$ cat src/rtl/lotr_pkg.sv
// Shared ring types for the tile's request ring.
//   t_opcode    : ring opcode encoding
//   t_ring_slot : one request-ring slot (valid, requestor, opcode, address, data)
package lotr_pkg;

    localparam int unsigned OPCODE_W    = 4;
    localparam int unsigned REQUESTOR_W = 10;
    localparam int unsigned ADDR_W      = 32;
    localparam int unsigned DATA_W      = 32;

    typedef logic [OPCODE_W-1:0] t_opcode;

    localparam t_opcode OP_NOP   = 4'h0;
    localparam t_opcode OP_READ  = 4'h1;
    localparam t_opcode OP_WRITE = 4'h2;
    localparam t_opcode OP_ATOM  = 4'h3;

    typedef struct packed {
        logic                   valid;
        logic [REQUESTOR_W-1:0] requestor;
        t_opcode                opcode;
        logic [ADDR_W-1:0]      address;
        logic [DATA_W-1:0]      data;
    } t_ring_slot;

endpackage

$ cat src/rtl/ring_inject_arb_if.sv
// Bus bundle for ring_inject_arb: incoming ring slot, local requesters,
// outgoing ring slot and status.
//   master : drives ring-in and requests, observes grants, ring-out, status
//   slave  : the arbiter side
interface ring_inject_arb_if
    import lotr_pkg::*;
#(
    parameter int unsigned NUM_REQ = 4
);
    // Ring in (Q500H)
    logic                              RingInValidQ500H;
    logic [REQUESTOR_W-1:0]            RingInRequestorQ500H;
    t_opcode                           RingInOpcodeQ500H;
    logic [ADDR_W-1:0]                 RingInAddressQ500H;
    logic [DATA_W-1:0]                 RingInDataQ500H;
    logic                              LocalConsumeQ500H;

    // Local requesters (Q500H)
    logic [NUM_REQ-1:0]                ReqValidQ500H;
    t_opcode [NUM_REQ-1:0]             ReqOpcodeQ500H;
    logic [NUM_REQ-1:0][ADDR_W-1:0]    ReqAddressQ500H;
    logic [NUM_REQ-1:0][DATA_W-1:0]    ReqDataQ500H;
    logic [NUM_REQ-1:0]                ReqReadyQ500H;

    // Ring out and status (Q501H)
    logic                              RingOutValidQ501H;
    logic [REQUESTOR_W-1:0]            RingOutRequestorQ501H;
    t_opcode                           RingOutOpcodeQ501H;
    logic [ADDR_W-1:0]                 RingOutAddressQ501H;
    logic [DATA_W-1:0]                 RingOutDataQ501H;
    logic [NUM_REQ-1:0]                StarveQ501H;
    logic [15:0]                       InjCntQ501H;

    modport master (
        output RingInValidQ500H, RingInRequestorQ500H, RingInOpcodeQ500H,
               RingInAddressQ500H, RingInDataQ500H, LocalConsumeQ500H,
               ReqValidQ500H, ReqOpcodeQ500H, ReqAddressQ500H, ReqDataQ500H,
        input  ReqReadyQ500H, RingOutValidQ501H, RingOutRequestorQ501H,
               RingOutOpcodeQ501H, RingOutAddressQ501H, RingOutDataQ501H,
               StarveQ501H, InjCntQ501H
    );

    modport slave (
        input  RingInValidQ500H, RingInRequestorQ500H, RingInOpcodeQ500H,
               RingInAddressQ500H, RingInDataQ500H, LocalConsumeQ500H,
               ReqValidQ500H, ReqOpcodeQ500H, ReqAddressQ500H, ReqDataQ500H,
        output ReqReadyQ500H, RingOutValidQ501H, RingOutRequestorQ501H,
               RingOutOpcodeQ501H, RingOutAddressQ501H, RingOutDataQ501H,
               StarveQ501H, InjCntQ501H
    );

endinterface

$ cat src/rtl/ring_inject_arb.sv
// Request-ring injection arbiter. Transit traffic owns the outgoing slot;
// local requesters are injected round-robin into free slots (empty or
// consumed by this tile). One register stage from ring-in to ring-out.
// Ports:
//   QClk     : clock, rising edge
//   RstQnnnH : asynchronous active-high reset
//   CoreID   : tile ID, upper bits of injected requestor field
//   bus      : ring_inject_arb_if.slave (ring in/out, requests, grants, status)
module ring_inject_arb
    import lotr_pkg::*;
#(
    parameter int unsigned NUM_REQ = 4,
    parameter int unsigned WAIT_W  = 8
) (
    input  logic              QClk,
    input  logic              RstQnnnH,
    input  logic [7:0]        CoreID,
    ring_inject_arb_if.slave  bus
);

    localparam int unsigned    IDX_W    = 2;
    localparam int unsigned    SCAN_W   = 3;
    localparam logic [WAIT_W-1:0] WAIT_MAX = '1;

    t_ring_slot                     slot_q, slot_d;
    logic [IDX_W-1:0]               rr_ptr_q, rr_ptr_d;
    logic [15:0]                    inj_cnt_q, inj_cnt_d;
    logic [NUM_REQ-1:0][WAIT_W-1:0] wait_q, wait_d;
    logic [NUM_REQ-1:0]             starve_q, starve_d;

    logic                           slot_free_c;
    logic                           grant_vld_c;
    logic [IDX_W-1:0]               grant_idx_c;
    logic [SCAN_W-1:0]              scan_c;
    logic [SCAN_W-1:0]              ptr_nxt_c;
    logic [NUM_REQ-1:0]             ready_c;

    // Round-robin search upward from rr_ptr_q, only when the slot is free
    always_comb begin
        slot_free_c = !bus.RingInValidQ500H || bus.LocalConsumeQ500H;
        grant_vld_c = 1'b0;
        grant_idx_c = '0;
        scan_c      = '0;
        for (int unsigned k = 0; k < NUM_REQ; k++) begin
            scan_c = SCAN_W'(rr_ptr_q) + SCAN_W'(k);
            if (scan_c >= SCAN_W'(NUM_REQ)) begin
                scan_c = scan_c - SCAN_W'(NUM_REQ);
            end
            if (!grant_vld_c && bus.ReqValidQ500H[scan_c[IDX_W-1:0]]) begin
                grant_vld_c = 1'b1;
                grant_idx_c = scan_c[IDX_W-1:0];
            end
        end
        // No grants while the ring is occupied or the block is in reset
        if (!slot_free_c || RstQnnnH) begin
            grant_vld_c = 1'b0;
        end
        ready_c = grant_vld_c ? (NUM_REQ'(1) << grant_idx_c) : '0;
    end

    assign bus.ReqReadyQ500H = ready_c;

    // Next outgoing slot, pointer and injection count
    always_comb begin
        slot_d    = '0;
        rr_ptr_d  = rr_ptr_q;
        inj_cnt_d = inj_cnt_q;
        ptr_nxt_c = SCAN_W'(grant_idx_c) + SCAN_W'(1);
        if (ptr_nxt_c >= SCAN_W'(NUM_REQ)) begin
            ptr_nxt_c = '0;
        end
        if (!slot_free_c) begin
            slot_d.valid     = 1'b1;
            slot_d.requestor = bus.RingInRequestorQ500H;
            slot_d.opcode    = bus.RingInOpcodeQ500H;
            slot_d.address   = bus.RingInAddressQ500H;
            slot_d.data      = bus.RingInDataQ500H;
        end else if (grant_vld_c) begin
            slot_d.valid     = 1'b1;
            slot_d.requestor = {CoreID, grant_idx_c};
            slot_d.opcode    = bus.ReqOpcodeQ500H[grant_idx_c];
            slot_d.address   = bus.ReqAddressQ500H[grant_idx_c];
            slot_d.data      = bus.ReqDataQ500H[grant_idx_c];
            rr_ptr_d         = ptr_nxt_c[IDX_W-1:0];
            inj_cnt_d        = inj_cnt_q + 16'd1;
        end
    end

    // Per-requester saturating wait counters; starve tracks the next value
    always_comb begin
        wait_d   = wait_q;
        starve_d = '0;
        for (int unsigned i = 0; i < NUM_REQ; i++) begin
            if (!bus.ReqValidQ500H[i] || ready_c[i]) begin
                wait_d[i] = '0;
            end else if (wait_q[i] != WAIT_MAX) begin
                wait_d[i] = wait_q[i] + WAIT_W'(1);
            end
            starve_d[i] = (wait_d[i] == WAIT_MAX);
        end
    end

    always_ff @(posedge QClk or posedge RstQnnnH) begin
        if (RstQnnnH) begin
            slot_q    <= '0;
            rr_ptr_q  <= '0;
            inj_cnt_q <= '0;
            wait_q    <= '0;
            starve_q  <= '0;
        end else begin
            slot_q    <= slot_d;
            rr_ptr_q  <= rr_ptr_d;
            inj_cnt_q <= inj_cnt_d;
            wait_q    <= wait_d;
            starve_q  <= starve_d;
        end
    end

    assign bus.RingOutValidQ501H     = slot_q.valid;
    assign bus.RingOutRequestorQ501H = slot_q.requestor;
    assign bus.RingOutOpcodeQ501H    = slot_q.opcode;
    assign bus.RingOutAddressQ501H   = slot_q.address;
    assign bus.RingOutDataQ501H      = slot_q.data;
    assign bus.StarveQ501H           = starve_q;
    assign bus.InjCntQ501H           = inj_cnt_q;

endmodule
$ cat src/flat_wrapper.sv
// flat-port wrapper written by rule: the top's interface ports become plain ports
module ring_inject_arb_flat import lotr_pkg::*;
#(
    parameter int unsigned NUM_REQ = 4,
    parameter int unsigned WAIT_W  = 8
)
  (QClk, RstQnnnH, CoreID, bus_RingInValidQ500H, bus_RingInRequestorQ500H, bus_RingInOpcodeQ500H, bus_RingInAddressQ500H, bus_RingInDataQ500H, bus_LocalConsumeQ500H, bus_ReqValidQ500H, bus_ReqOpcodeQ500H, bus_ReqAddressQ500H, bus_ReqDataQ500H, bus_ReqReadyQ500H, bus_RingOutValidQ501H, bus_RingOutRequestorQ501H, bus_RingOutOpcodeQ501H, bus_RingOutAddressQ501H, bus_RingOutDataQ501H, bus_StarveQ501H, bus_InjCntQ501H);
  ring_inject_arb_if #(.NUM_REQ(NUM_REQ)) bus_i ();
  input  logic QClk;
  input  logic RstQnnnH;
  input  logic [7:0] CoreID;
  input wire logic [$bits(bus_i.RingInValidQ500H)-1:0] bus_RingInValidQ500H;
  input wire logic [$bits(bus_i.RingInRequestorQ500H)-1:0] bus_RingInRequestorQ500H;
  input wire logic [$bits(bus_i.RingInOpcodeQ500H)-1:0] bus_RingInOpcodeQ500H;
  input wire logic [$bits(bus_i.RingInAddressQ500H)-1:0] bus_RingInAddressQ500H;
  input wire logic [$bits(bus_i.RingInDataQ500H)-1:0] bus_RingInDataQ500H;
  input wire logic [$bits(bus_i.LocalConsumeQ500H)-1:0] bus_LocalConsumeQ500H;
  input wire logic [$bits(bus_i.ReqValidQ500H)-1:0] bus_ReqValidQ500H;
  input wire logic [$bits(bus_i.ReqOpcodeQ500H)-1:0] bus_ReqOpcodeQ500H;
  input wire logic [$bits(bus_i.ReqAddressQ500H)-1:0] bus_ReqAddressQ500H;
  input wire logic [$bits(bus_i.ReqDataQ500H)-1:0] bus_ReqDataQ500H;
  output wire logic [$bits(bus_i.ReqReadyQ500H)-1:0] bus_ReqReadyQ500H;
  output wire logic [$bits(bus_i.RingOutValidQ501H)-1:0] bus_RingOutValidQ501H;
  output wire logic [$bits(bus_i.RingOutRequestorQ501H)-1:0] bus_RingOutRequestorQ501H;
  output wire logic [$bits(bus_i.RingOutOpcodeQ501H)-1:0] bus_RingOutOpcodeQ501H;
  output wire logic [$bits(bus_i.RingOutAddressQ501H)-1:0] bus_RingOutAddressQ501H;
  output wire logic [$bits(bus_i.RingOutDataQ501H)-1:0] bus_RingOutDataQ501H;
  output wire logic [$bits(bus_i.StarveQ501H)-1:0] bus_StarveQ501H;
  output wire logic [$bits(bus_i.InjCntQ501H)-1:0] bus_InjCntQ501H;
  assign bus_i.RingInValidQ500H = bus_RingInValidQ500H;
  assign bus_i.RingInRequestorQ500H = bus_RingInRequestorQ500H;
  assign bus_i.RingInOpcodeQ500H = bus_RingInOpcodeQ500H;
  assign bus_i.RingInAddressQ500H = bus_RingInAddressQ500H;
  assign bus_i.RingInDataQ500H = bus_RingInDataQ500H;
  assign bus_i.LocalConsumeQ500H = bus_LocalConsumeQ500H;
  assign bus_i.ReqValidQ500H = bus_ReqValidQ500H;
  assign bus_i.ReqOpcodeQ500H = bus_ReqOpcodeQ500H;
  assign bus_i.ReqAddressQ500H = bus_ReqAddressQ500H;
  assign bus_i.ReqDataQ500H = bus_ReqDataQ500H;
  assign bus_ReqReadyQ500H = bus_i.ReqReadyQ500H;
  assign bus_RingOutValidQ501H = bus_i.RingOutValidQ501H;
  assign bus_RingOutRequestorQ501H = bus_i.RingOutRequestorQ501H;
  assign bus_RingOutOpcodeQ501H = bus_i.RingOutOpcodeQ501H;
  assign bus_RingOutAddressQ501H = bus_i.RingOutAddressQ501H;
  assign bus_RingOutDataQ501H = bus_i.RingOutDataQ501H;
  assign bus_StarveQ501H = bus_i.StarveQ501H;
  assign bus_InjCntQ501H = bus_i.InjCntQ501H;
  ring_inject_arb #(.NUM_REQ(NUM_REQ), .WAIT_W(WAIT_W)) u_core (.QClk(QClk), .RstQnnnH(RstQnnnH), .CoreID(CoreID), .bus(bus_i));
endmodule
$ cat config.mk
export PLATFORM = sky130hd
export DESIGN_NAME = ring_inject_arb_flat
export DESIGN_NICKNAME = d
export VERILOG_FILES = /design/src/rtl/lotr_pkg.sv /design/src/rtl/ring_inject_arb_if.sv /design/src/rtl/ring_inject_arb.sv /design/src/flat_wrapper.sv
export SDC_FILE = /design/constraint.sdc
export NUM_CORES = 1
export LEC_CHECK = 0
export ABC_AREA = 1
export CAP_MARGIN = 20
export CORE_AREA = 2 2 185 187
export DETAILED_ROUTE_END_ITERATION = 6
export DIE_AREA = 0 0 187 189
export GPL_ROUTABILITY_DRIVEN = 1
export PLACE_DENSITY = 0.66
export SYNTH_ARGS = -nofsm -noshare
export SYNTH_HDL_FRONTEND = slang
export SYNTH_SLANG_ARGS = --single-unit
$ cat constraint.sdc
create_clock -name QClk -period 6.3 [get_ports QClk]
set_clock_uncertainty 0.2 [all_clocks]
set_input_delay 1.26 -clock QClk [delete_from_list [all_inputs] [get_ports QClk]]
set_output_delay 1.26 -clock QClk [all_outputs]
set_load 0.05 [all_outputs]
==> impl_metrics.yaml <==
sta:
  period_minus_slack_ns: 5.37
  maxClockFrequency_mhz: 186
  timing_worst_slew_pin_value_ns: 0.957
  rsz0062_at_grt: "no"
  finalHoldWorstSlack_ns: 0.341
  maxSlewHeadroom: 0.362
  final_critical_path_setup_slack_ns: 0.933
  final.setup.tns_ns: 0
  final-max-slew-violation-count: 0
  period_share: 0.852
  setup-violations-final: 0
  timing.final.hold_violations: 0
synthesis:
  synth_edf_count: 0
  yosys_most_used_dff: "sky130_fd_sc_hd__dfrtp_1"
  synth.largest_area_cell: "sky130_fd_sc_hd__dfrtp_1"
  ys_warn_count: 0
  netlist_instances: 1237
  synth.cells.most_frequent: "sky130_fd_sc_hd__nand2_1 (392), sky130_fd_sc_hd__nand3_1 (240), sky130_fd_sc_hd__nand4_1 (145), sky130_fd_sc_hd__dfrtp_1 (133)"
  share_of_the_yosys_chip_area_belonging_to_registers: 0.383
  yosys.cell_types.count: 29
  post_synth_main_area_contributors: "sky130_fd_sc_hd__dfrtp_1 (38%), sky130_fd_sc_hd__nand2_1 (17%), sky130_fd_sc_hd__nand3_1 (14%)"
  syn-cell-area_um2: 8690
  synth_fp_nets: 1609
  synth_top_cell_area_share: 0.383
  synth.most_common_cell: "sky130_fd_sc_hd__nand2_1"
  ys_seq_elements: 133
  post_synth.cell_area_avg_um2: 7.02
  synthArstFlopShare: 1.00
global_routing:
  vias_in_the_first_global_route: 10389
  globalRouteTotalUtil: 0.214
  globalRoute.totalOverflow: 0
  grt_use_met3: 0.0487
  met1_usage: 0.266
  met2_usage: 0.363
  grt_pass1_wl_um: 59300
  antenna_found_initial: 2
  grt_start_max_net_pins: 94
  grt.busiest_layer: "met2"
finish:
  nNetsFinal: 2016
  post_route_cells_drive_above_1_share: 0.0459
  final-instance-count-excl-fill: 2107
  multi_input_area_um2: 4620
  postLayoutCoreUtil: 0.428
  n_fill_cell: 3397
  final_area_um2: 14200
  area_growth_syn_to_layout_pct: 63.8
  area.sequential_um2: 3330
run_status:
  outcome: "finished, final reports clean"
clock_tree:
  post_cts_buffers: 0
  cts_inserted_buffers: 17
  clock_tree_from_tritoncts: "done"
  ctsHoldBuffers: 0
  ctsResizeCount: 0
  cts.path.max_buffers: 2
  cts_root_buffer: "sky130_fd_sc_hd__clkbuf_16"
  cts.htree.levels: 4
  clk_pin_slew_ns: 0.07
  worstSkewPairLatency_ns: 0.43
  numClockSinks: 133
route:
  first_pass_iters: 5
  vias_per_cell: 4.99
  post_drt_wl_per_cell_um: 18.4
  wirelength_um: 38700
  detailedRoute.firstIterationViolations: 747
  drc: 0
  vias: 10519
  ant_nets: 0
worst_setup_path:
  worst-endpoint-required_ns: 4.84
  timing.critical_path.fanout_max: 76
  path_class: "in2out"
  cp-start-kind: "primary input"
  setup.worst_path.end_class: "output port"
  critical_path_arrival_ns: 3.91
place:
  dp_worst_setup_slack_ns: 0.908
  dp_hpwl_um: 27500
  dpl_cell_area_um2: 13600
  place.detailed.instances: 2073
  final_gp_congestion: 0.927
  port_buffers: 468
floorplanning:
  row_count: 67
  die_w_um: 187
  design.die.area_um2: 35300
  core_outline_area_um2: 33300
  ioPinCount: 469
  fp.dieH_um: 189
  floorplan.initialDensity: 0.261
power_and_ir_drop:
  power.leakage_nw: 6.31
  design_power_total_mw: 7.49
  vdd_drop_max_v: 0.000538
  pwr_density_cell_nw_per_um2: 526
flow_run:
  drv.max_cap_violation_count: 0
hold_path:
  hp-class: "reg2reg"
per-layer routing:
| metal | part of all wire | vias up |
|---|---|---|
| li1 | - | 5023 |
| met1 | 0.41 | 4944 |
| met2 | 0.48 | 487 |
| met3 | 0.072 | 65 |
| met4 | 0.030 | 0 |
| met5 | 0 | - |
power breakdown:
group / total, mW / leakage [nW] / internal [mW] / switching, mW
clock: 1.13 / 0.317 / 0.688 / 0.443
sequential: 1.27 / 1.73 / 1.12 / 0.150
combinational: 5.08 / 4.27 / 1.56 / 3.52
total: 7.49 / 6.31 / 3.38 / 4.11
final cells by class:
| type | instances | share of cell area |
|---|---|---|
| tap | 448 | 0.0394 |
| timing repair buffer | 484 | 0.338 |
| antenna | 2 | 0.000352 |
| clock inverter | 14 | 0.0150 |
| clock buffer | 18 | 0.0309 |
| sequential | 133 | 0.234 |
| multi-input combinational | 941 | 0.325 |
| inverter | 67 | 0.0181 |
cells in the final DEF (no fill, tap or decap), types with 2 or more instances in the layout:
| cell | Yosys | routed |
|---|---|---|
| sky130_fd_sc_hd__ha_1 | 6 | 6 |
| sky130_fd_sc_hd__inv_8 | 0 | 3 |
| sky130_fd_sc_hd__buf_4 | 14 | 18 |
| sky130_fd_sc_hd__a31oi_1 | 5 | 5 |
| sky130_fd_sc_hd__xnor2_1 | 7 | 7 |
| sky130_fd_sc_hd__nand2_1 | 392 | 391 |
| sky130_fd_sc_hd__o21bai_1 | 2 | 2 |
| sky130_fd_sc_hd__bufinv_16 | 0 | 4 |
| sky130_fd_sc_hd__nor2_4 | 0 | 2 |
| sky130_fd_sc_hd__dfrtp_1 | 133 | 133 |
| sky130_fd_sc_hd__nor3_1 | 6 | 6 |
| sky130_fd_sc_hd__nand4_1 | 145 | 145 |
| sky130_fd_sc_hd__clkbuf_16 | 0 | 17 |
| sky130_fd_sc_hd__nand2_2 | 4 | 4 |
| sky130_fd_sc_hd__or2_2 | 6 | 6 |
| sky130_fd_sc_hd__clkinv_4 | 0 | 3 |
| sky130_fd_sc_hd__inv_2 | 3 | 2 |
| sky130_fd_sc_hd__a22o_1 | 8 | 8 |
| sky130_fd_sc_hd__inv_1 | 64 | 63 |
| sky130_fd_sc_hd__diode_2 | 0 | 2 |
| sky130_fd_sc_hd__inv_6 | 0 | 4 |
| sky130_fd_sc_hd__clkdlybuf4s50_1 | 0 | 465 |
| sky130_fd_sc_hd__nor2_1 | 64 | 63 |
| sky130_fd_sc_hd__xor2_1 | 21 | 21 |
| sky130_fd_sc_hd__nand3_4 | 0 | 4 |
| sky130_fd_sc_hd__nand3_1 | 240 | 239 |
| sky130_fd_sc_hd__nand3_2 | 6 | 3 |
| sky130_fd_sc_hd__o21ai_0 | 17 | 17 |
| sky130_fd_sc_hd__nor4_1 | 2 | 2 |
| sky130_fd_sc_hd__a21oi_1 | 5 | 5 |
worst max-delay path: stages:
cell	delay [ns]
sky130_fd_sc_hd__clkdlybuf4s50_1	0.57
sky130_fd_sc_hd__inv_1	0.08
sky130_fd_sc_hd__nand2_1	0.10
sky130_fd_sc_hd__nand3_1	0.09
sky130_fd_sc_hd__nand2_1	0.12
sky130_fd_sc_hd__inv_1	0.10
sky130_fd_sc_hd__nand3_4	0.09
sky130_fd_sc_hd__buf_4	0.69
sky130_fd_sc_hd__nand3_4	0.17
sky130_fd_sc_hd__inv_1	0.10
sky130_fd_sc_hd__ha_1	0.14
sky130_fd_sc_hd__inv_1	0.05
sky130_fd_sc_hd__nor2_1	0.18
sky130_fd_sc_hd__buf_12	0.17
registers in the layout (all words and copies together), names as in the netlist:
register                          count
u_core.bus.InjCntQ501H               16
u_core.wait_q                        32
u_core.bus.RingOutValidQ501H          1
u_core.bus.RingOutOpcodeQ501H         4
u_core.bus.RingOutDataQ501H          32
u_core.bus.RingOutAddressQ501H       32
u_core.bus.RingOutRequestorQ501H     10
u_core.bus.StarveQ501H                4
u_core.rr_ptr_q                       2
cells by family (layout without fill, tap and decap cells):
kind of cell,count (synthesis),in the layout,synth area share
AND/OR/NAND/NOR,868,868,0.461
buffers and inverters,163,583,0.0917
flip-flops,133,133,0.383
AO/OA/AOI/OAI,39,39,0.0275
XOR/XNOR,28,28,0.0282
adder cells (fa/ha/maj),6,6,0.00864
other,0,2,0
worst paths after layout:
path / start / to / slack, ns / cells past startpoint
hold / removal: u_core.bus.InjCntQ501H[9] / u_core.bus.InjCntQ501H[9] / 0.34 / 1
hold reg to reg: u_core.bus.InjCntQ501H[9] / u_core.bus.InjCntQ501H[9] / 0.34 / 1
min in group asynchronous: RstQnnnH / u_core.bus.RingOutRequestorQ501H[2] / 1.31 / 2
max in group asynchronous: RstQnnnH / u_core.wait_q[25] / 3.42 / 3
setup reg to reg: u_core.rr_ptr_q[0] / u_core.bus.RingOutDataQ501H[1] / 2.45 / 15
setup / recovery: bus_ReqValidQ500H[1] / bus_ReqReadyQ500H[3] / 0.93 / 14
Power figures use the tool's default switching activity.
